## config.mk

```make
export PLATFORM = sky130hd
export DESIGN_NAME = dmem_dma
export DESIGN_NICKNAME = d
export VERILOG_FILES = /design/src/rtl/dmem_dma.sv
export SDC_FILE = /design/constraint.sdc
export NUM_CORES = 1
export LEC_CHECK = 0
export ABC_AREA = 1
export CORE_MARGIN = 4
export CORE_UTILIZATION = 49
export CTS_BUF_LIST = sky130_fd_sc_hd__clkbuf_8
export DETAILED_ROUTE_END_ITERATION = 6
export PLACE_DENSITY = 0.82
export SKIP_LAST_GASP = 1
export SYNTH_ARGS = -nofsm -noshare
export SYNTH_HDL_FRONTEND = slang
export SYNTH_SLANG_ARGS = --single-unit
```

## constraint.sdc

```tcl
create_clock -name clk -period 3.9 [get_ports clk]
set_clock_uncertainty 0.1 [all_clocks]
set_input_delay 0.78 -clock clk [delete_from_list [all_inputs] [get_ports clk]]
set_output_delay 0.78 -clock clk [all_outputs]
set_load 0.1 [all_outputs]
```

## src/rtl/dmem_dma.sv

```systemverilog
// Word-granular DMA engine for a single-port data memory: copies a block
// (read/write alternating) or fills a block with a constant, and sums the words written.
module dmem_dma #(
    parameter int DATA_W = 32,
    parameter int ADDR_W = 16
) (
    input  logic              clk,
    input  logic              rst_n,
    input  logic              start,
    input  logic              mode,
    input  logic [ADDR_W-1:0] src,
    input  logic [ADDR_W-1:0] dst,
    input  logic [ADDR_W-1:0] len,
    input  logic [DATA_W-1:0] fill_val,
    output logic              busy,
    output logic              done,
    output logic [DATA_W-1:0] sum,
    output logic [ADDR_W-1:0] mem_a,
    input  logic [DATA_W-1:0] mem_rd,
    output logic [DATA_W-1:0] mem_wd,
    output logic              mem_we
);

    typedef enum logic [1:0] {IDLE, READ, WRITE, DONE} state_t;

    state_t            state_q, state_d;
    logic              mode_q, mode_d;
    logic [ADDR_W-1:0] src_q, src_d;
    logic [ADDR_W-1:0] dst_q, dst_d;
    logic [ADDR_W-1:0] len_q, len_d;
    logic [ADDR_W-1:0] i_q, i_d;
    logic [DATA_W-1:0] fill_q, fill_d;
    logic [DATA_W-1:0] data_q, data_d;
    logic [DATA_W-1:0] sum_q, sum_d;
    logic [ADDR_W-1:0] i_inc;
    logic [DATA_W-1:0] wr_data;

    assign i_inc   = i_q + ADDR_W'(1);
    assign wr_data = mode_q ? fill_q : data_q;
    assign sum     = sum_q;

    always_comb begin
        state_d = state_q;
        mode_d  = mode_q;
        src_d   = src_q;
        dst_d   = dst_q;
        len_d   = len_q;
        i_d     = i_q;
        fill_d  = fill_q;
        data_d  = data_q;
        sum_d   = sum_q;
        busy    = 1'b0;
        done    = 1'b0;
        mem_we  = 1'b0;
        mem_a   = '0;
        mem_wd  = '0;
        case (state_q)
            IDLE: begin
                if (start) begin
                    mode_d = mode;
                    src_d  = src;
                    dst_d  = dst;
                    len_d  = len;
                    fill_d = fill_val;
                    sum_d  = '0;
                    i_d    = '0;
                    if (len == '0)  state_d = DONE;
                    else if (mode)  state_d = WRITE;
                    else            state_d = READ;
                end
            end
            READ: begin
                busy    = 1'b1;
                mem_a   = src_q + i_q;
                data_d  = mem_rd;
                state_d = WRITE;
            end
            WRITE: begin
                busy   = 1'b1;
                mem_we = 1'b1;
                mem_a  = dst_q + i_q;
                mem_wd = wr_data;
                sum_d  = sum_q + wr_data;
                i_d    = i_inc;
                // Copy interleaves a read before every write; fill streams writes back to back.
                if (i_inc == len_q) state_d = DONE;
                else if (mode_q)    state_d = WRITE;
                else                state_d = READ;
            end
            DONE: begin
                done    = 1'b1;
                state_d = IDLE;
            end
            default: state_d = IDLE;
        endcase
    end

    always_ff @(posedge clk or negedge rst_n) begin
        if (!rst_n) begin
            state_q <= IDLE;
            mode_q  <= 1'b0;
            src_q   <= '0;
            dst_q   <= '0;
            len_q   <= '0;
            i_q     <= '0;
            fill_q  <= '0;
            data_q  <= '0;
            sum_q   <= '0;
        end else begin
            state_q <= state_d;
            mode_q  <= mode_d;
            src_q   <= src_d;
            dst_q   <= dst_d;
            len_q   <= len_d;
            i_q     <= i_d;
            fill_q  <= fill_d;
            data_q  <= data_d;
            sum_q   <= sum_d;
        end
    end

endmodule

```

* Word level (Yosys, flattened, before mapping)
Cells that the tools add are included.
** Storage, ports and cells
- Flip-flop bits (word level) :: 163
- Output and inout bits :: 83
- Logic and storage cells :: 40
** Cells by class
- Add/subtract/negate cells :: 4
- Equal/unequal tests :: 5
- Multiplexer cells :: 16
- Reductions and logical operators :: 6
** Operators by type and width (count)
- $mux W32 :: 3
- $pmux W16 S2 :: 2
- $pmux W32 S2 :: 1
- $add A16 B16 Y16 :: 2
- $add A32 B32 Y32 :: 1
- $add A16 B1 Y16 const B :: 1
- $eq A16 B16 Y1 :: 1
- $logic_not A16 Y1 :: 1
- $mux W16 :: 1
- $mux W2 :: 5
- $pmux W2 S4 :: 1
- $eq A2 B2 Y1 const B :: 2
- $reduce_and A2 Y1 :: 2
- $mux W1 :: 3
- $eq A2 B1 Y1 const B :: 1
- $logic_not A2 Y1 :: 1
- $ne A2 B2 Y1 const B :: 1
- $reduce_bool A2 Y1 :: 1
- $reduce_or A2 Y1 :: 1

* Longest topological paths before layout
- Word-level depth :: 4
- Gate-level depth with buffers :: 21
- Gate-level depth less buffers :: 19

* Worst setup path after synthesis
Ideal clock, no wire load.
- Path type :: register to output
- From :: reg state_q[0]
- To :: out mem_a[10]
- Data arrival time :: 4.680 ns
- Path slack :: -1.660 ns
- Cell stages (with the launch flop) :: 19
- Path buffers :: 2
- Path through :: dfrtp_1 -> inv_1 -> ha_1 -> buf_2 -> inv_1 -> clkbuf_1 -> nand2_1 -> nand2_1 -> ha_1 -> inv_1 -> fa_1 -> inv_1 -> nand3_1 -> nand2_1 -> a21oi_1 -> o21a_1 -> o21ai_0 -> o21ai_0 -> a21oi_1
** On the way
- Longest elaborated chain between the ends :: 2
** Ends and longest elaborated chain
- from (decl) :: RTL line 26 : state_t state_q, state_d;
- from (signal assigned) :: RTL line 110 : state_q <= state_d;
- $eq A2 B2 Y1 / $eq A2 B1 Y1 (equally long branches) :: RTL line 57 : case (state_q)
- $pmux W16 S2 * :: RTL line 57
- to (decl) :: RTL line 18 : output logic [ADDR_W-1:0] mem_a,
Mark *: on every way between the ends. The rest lies on a longest branch, timed or not.

* Worst setup path in the final report
Same ends and word-level chain as after synthesis.

==> summary.md <==
| Metric | Value |
|---|---|
| Least-Margin Pin Slew | 1.10 ns |
| Critical path start-end classification | flip-flop to output port |
| All-Layer GR Usage | 0.275 |
| Synth warnings | 0 |
| Cell Area, Synth | 0.00994 mm² |
| Chip width | ~150 µm |
| Fin crit period | a little under 4 ns |
| Most common cell after layout, fill and taps aside | nand2_1 |
| Clock H-tree levels | 4 |
| Largest net degree at the start of global routing | 90 |
| Clock buffer count from CTS | 17 |
| Cts hold-fix bufs | 0 |
| Yosys reg bits | 163 |
| Clock Root Buffer | clkbuf_8 |
| I/O Buffers | 198 |
| Distinct cells, synth | 43 |
| Status | finished with violations |
| Initial antenna violation count | 0 |
| Clock-pin slew on the worst setup and hold paths | approximately 0.09 ns |
| WP data required | 3.02 ns |
| CP peak stage delay | approximately 0.40 ns |
| WP buf/inv | 5 |
| Overall die area | 0.0226 mm² |
| Crit path max fanout | 7 |
| Failing checks | negative setup slack |
| Inserted Diodes | 0 |
| Final WS setup | -0.0687 ns |
| GP Congestion | about 0.9 |
| Finish-stage setup viols | 3 |
| Clock latency at the later pin of the worst-skew pair | 0.47 ns |
| RSZ-0062 raised after global routing | true |
| Final Hold Vio Count | 0 |
| CTS tree | built |
| Grt ovf | 0 |
| WHS | around 0.15 ns |
| WL/cell | around 17 µm |
| DRC errors left | 0 |
| IO Count | a little under 200 |
| Ys async rst share | 1.00 |
| CTS sink cnt | roughly 160 |
| CP startpoint kind | flip-flop |
| Post-synthesis sequential area ratio | 0.410 |
| Fin crit share | 1.02 |
| Clock buffer depth | 2 |
| Core area | 0.0197 mm² |
| Total Wirelength | 31.3 mm |
| Initial Util | 0.504 |
| Critical path's top delay family | adder cells |
| Hold Path Class | primary input to async pin |
| Worst setup EP type | output port |
| Worst path arrival time | 3.09 ns |
| Rows | 51 |
| Post-synth EDFFs | 0 |
| Most frequent cells in the layout | nand2_1 (556), dfrtp_1 (163), clkdlybuf4s50_1 (146), a21oi_1 (93), o21ai_0 (69) |
| HPWL after detailed placement | 23.0 mm |
| First-pass GRT wire length | about 49 mm |
| Pins Over Slew Limit | 0 |
| Max cap viols | 0 |
| Syn avg cell area | 7.40 µm² |
| P&R area growth vs syn | 37.6% |
| Main synth FF type | dfrtp_1 |
| Antenna Nets Post-Route | 0 |
| Fmax | 252 MHz |
| Post-Syn Nets | 1,513 |
| Vias per inst | 5.44 |
| DRT Pass-1 Iters | 5 |
| Layout cells sized above 1 | 0.157 |
| Slew Limit Headroom | 0.261 |
| NumNets Final | roughly 1,700 |
| Vias in the first global route | 9,602 |
| Drt first-iter violations | 768 |
| Slowest stage cell, crit path | dfrtp_1 |
| Die height | about 150 µm |
| Gate Count Post-Synth | 1,344 |
| Vias | around 10,000 |
| Most common cell on crit path | inv_2 |
| Critical path cell sequence | inv_2 > ha_4 > nand2_2 > nand2_2 > ha_4 > inv_2 > fa_2 > inv_2 > nand3_2 > nand2_4 > a21oi_4 > o21a_1 > o21ai_2 > buf_4 > o21ai_4 > a21oi_4 > buf_12 |
==> through the flow <==
stage	worst slack (ns)	cells	utilization	area, µm²	setup TNS, ns
floorplan	-0.117	1344	-	10100	-0.203
global placement	0.195	1775	0.651	12800	0
detailed placement	0.130	1775	0.651	12800	0
CTS	-0.0569	1822	0.681	13400	-0.0569
global route	-0.212	1829	0.694	13700	-1.09
finish	-0.0687	1829	0.694	13700	-0.0953
==> worst reg2reg max path: stages, from the launching register on <==
cell and delay, ns:
dfrtp_1 0.36, clkinv_1 0.32, or2_2 0.40, o21ai_0 0.18, inv_1 0.10, ha_1 0.29
nand3_1 0.06, nand2_1 0.13, a21oi_1 0.12, o21bai_1 0.34, nand2_1 0.13, nand2_1 0.17
nand3_1 0.09, nand2_1 0.10, nand2_1 0.06, nand2_1 0.05, o21ai_0 0.07
==> cells in the mapped netlist (2+ instances only) <==
master    number  area, µm²
or2_2          5       31.3
buf_1          5       18.8
clkbuf_1      38        143
o21a_1         6       45.0
a32o_1         4       40.0
clkinv_1       2       7.51
o21ai_0       74        370
xnor2_1        3       26.3
nor4_1         7       43.8
nand3_1       42        210
nand2_2        5       31.3
o211ai_1       3       22.5
xor2_1        14        123
nor2_2         2       12.5
nand2_1      578       2170
ha_1          51        638
mux2_2        31        349
o21ai_1        4       20.0
o21bai_1       3       22.5
a21oi_1      109        546
o31ai_1        3       22.5
nand4_1        8       50.1
inv_1         65        244
o22ai_1       11       68.8
nor2_1        69        259
nand3b_1       6       45.0
nor3_1         6       30.0
inv_2          2       7.51
nand3_2        2       20.0
dfrtp_1      163       4080
nor2_4         4       45.0
fa_1           2       40.0
a21o_1         7       52.6
==> flip-flops by register name (all words and copies together) (netlist names) <==
name,count
data_q,32
fill_q,32
sum,32
dst_q,16
i_q,16
len_q,16
src_q,16
state_q,2
mode_q,1
==> kinds of logic after synthesis <==
kind of cell    share of synthesized area
mux                                0.0351
flops                               0.410
simple gates                        0.297
compound gates                      0.127
xor+xnor                           0.0196
buf+inv                            0.0428
fa+ha+maj                          0.0682
==> final timing paths <==
check                                            start                     to  slack (ns)  cells past startpoint
worst max-delay path            state_q[0]$_DFFE_PN0P_              mem_a[10]       -0.07                     17
worst min-delay path                             rst_n   dst_q[8]$_DFFE_PN0P_        0.15                      1
worst max register to register      mode_q$_DFFE_PN0P_    sum[21]$_DFFE_PN0P_        0.72                     16
worst min register to register   fill_q[1]$_DFFE_PN0P_  fill_q[1]$_DFFE_PN0P_        0.38                      2
max in group asynchronous                        rst_n    sum[24]$_DFFE_PN0P_        2.62                      2
min in group clk                 fill_q[1]$_DFFE_PN0P_  fill_q[1]$_DFFE_PN0P_        0.38                      2
==> metal layers <==
layer,track usage,wire length [µm]
met1,0.381,13900
met2,0.438,14600
met3,0.0602,2190
met4,0.0759,655
met5,0,0
==> final cells by class <==
type | instances | area (µm²)
clock buffers | 17 | 234
inverters | 69 | 267
repair buffers | 232 | 2730
flip-flops and latches | 163 | 4080
multi-input cells | 1068 | 5870
well taps | 265 | 332
clock inverters | 15 | 170
fillers | 1600 | 6040
==> what timing repair did <==
item | 4_1_cts | 5_1_grt
resized for setup | 18 | 42
setup endpoints to repair | 8 | 10
setup buffers | 15 | 7
pin swaps | 13 | 21
Power is left out: the tool's default activity adds up to more than one toggle a clock period on the data nets, which glitch-free logic cannot reach.
==> variant, RTL diff (same settings) <==
Change the parameter `ADDR_W` from 16 to 17.
--- a/src/rtl/dmem_dma.sv
+++ b/src/rtl/dmem_dma.sv
@@ -2,7 +2,7 @@
 // (read/write alternating) or fills a block with a constant, and sums the words written.
 module dmem_dma #(
     parameter int DATA_W = 32,
-    parameter int ADDR_W = 16
+    parameter int ADDR_W = 17
 ) (
     input  logic              clk,
     input  logic              rst_n,
Interface: changed (resized dst, len, mem_a and src); port bits go from 199 to 203. No check against the original RTL was run, so the function may have changed too.
==> variant against the original RTL <==
  * The flow still finishes with violations (setup timing)
  * Synthesized cell count increased by 6.3%
  * Sequential cell count up 4
  * Synthesized area up 4.0%
  * Cell area rose by 3.7%
  * Non-clock buffer count unchanged
  * Sequential share of layout area fell by 0.37 points
  * Register-to-register slack worse by 0.31 ns
  * Final cell count rose by 4.9%
  * Worst setup slack got worse by 0.11 ns
  * Wire length rose by 4.2%
  * Critical endpoint is now mem_a[16]
==> variant: results (changes against the original RTL) <==
| Result | Value | Unit | Change |
| --- | --- | --- | --- |
| Area fraction of clock buffers and clock inverters | 0.0285 | - | -0.00106 |
| Endpoint arrival time on the critical path | 3.19 | ns | +0.10 ns |
| Final-layout non-clock buffer area share | 0.195 | - | -0.00480 |
| Clock buffers | 18 | - | +1 |
| Inverters, non-clock | 92 | - | +33% |
| Drt via density | 5.47 | - | +0.67% |
| Layout-stage area growth over the synthesis result | 37.3 | % |  |
| Met2 Usage GRT | 0.463 | - | +0.0251 |
| Run status | finished with violations | - |  |
| Worst rel slew slack | 0.292 | - | +0.0301 |
| Sequential fraction of total cell area | 0.295 | - | -0.00368 |
| Post-placement cell area | 0.0133 | mm^2 | +3.5% |
| Met3 wire length | 2390 | um | +9.0% |
| Gates resized, CTS repair | 10 | - | -8 |
| Main area contributors after synthesis | sky130_fd_sc_hd__dfrtp_1, sky130_fd_sc_hd__nand2_1, sky130_fd_sc_hd__ha_1 | - |  |
| Final Instance Count excl. Fillers | 1918 | - | +4.9% |
| Met2 WL | 16000 | um | +9.7% |
| Fraction of area in multi-input gates | 0.433 | - | +0.00352 |
| Total negative slack for setup checks | -0.540 | ns | -0.444 ns |
| WL met1 | 13100 | um | -5.3% |
| Number of global-route vias before repair | 10800 | - | +13% |
| Count of unique library cells instantiated by Yosys | 45 | - | +4.7% |
| Least setup slack across all paths after layout | -0.175 | ns | -0.106 ns |
| GR Util All Layers | 0.274 | - | -0.000877 |
| Final net count | 1807 | - | +5.1% |
| Count of input and output buffers | 202 | - | +2.0% |
| VDD IR-drop max | 595 | uV |  |
| Met1 usage | 0.333 | - | -0.0476 |
| Routability Congestion | 0.938 | - | +2.2% |
| Met3 track utilization from global routing | 0.0712 | - | +0.0110 |
| Failing checks | setup timing | - |  |
| Length of the first detailed-routing pass in iterations | 6 | - | +1 |
| Detailed-route wire length | 32600 | um | +4.2% |
| HPWL after DPL | 23700 | um | +3.0% |
| Mean area per synthesized cell | 7.24 | um^2 | -2.2% |
| Delay-heaviest family, CP | buffers and inverters | - |  |
| Ranking of synthesized cells by instance count | sky130_fd_sc_hd__nand2_1, sky130_fd_sc_hd__dfrtp_1, sky130_fd_sc_hd__a21oi_1 | - |  |
| Count of routing violations after the opening detailed-route iteration | 747 | - | -2.7% |
| Finish-stage setup viols | 8 | - | +5 |
| Fraction of final layout cells sized beyond drive strength 1 | 0.148 | - | -0.00850 |
| Number of multi-input logic gates | 1124 | - | +5.2% |
| Syn Nets | 1601 | - | +5.8% |
| Antenna violations before repair | 1 | - | +1 |
| Fillers | 1652 | - | +3.3% |
variant: logic make-up after synthesis:
group | synth area share
flops | 0.404
simple gates | 0.304
fa+ha+maj | 0.0668
compound gates | 0.131
buf+inv | 0.0507
xor+xnor | 0.00932
mux | 0.0338
variant: worst paths after layout:
| kind | end | from | depth (start not counted) | slack, ns |
|---|---|---|---|---|
| setup / recovery | mem_a[16] | state_q[0]$_DFFE_PN0P_ | 16 | -0.17 |
| hold / removal | dst_q[9]$_DFFE_PN0P_ | rst_n | 1 | 0.22 |
| setup reg to reg | sum[20]$_DFFE_PN0P_ | mode_q$_DFFE_PN0P_ | 14 | 0.41 |
| hold reg to reg | fill_q[28]$_DFFE_PN0P_ | fill_q[28]$_DFFE_PN0P_ | 2 | 0.39 |
| max in group asynchronous | len_q[10]$_DFFE_PN0P_ | rst_n | 2 | 2.63 |
| min in group clk | fill_q[28]$_DFFE_PN0P_ | fill_q[28]$_DFFE_PN0P_ | 2 | 0.39 |
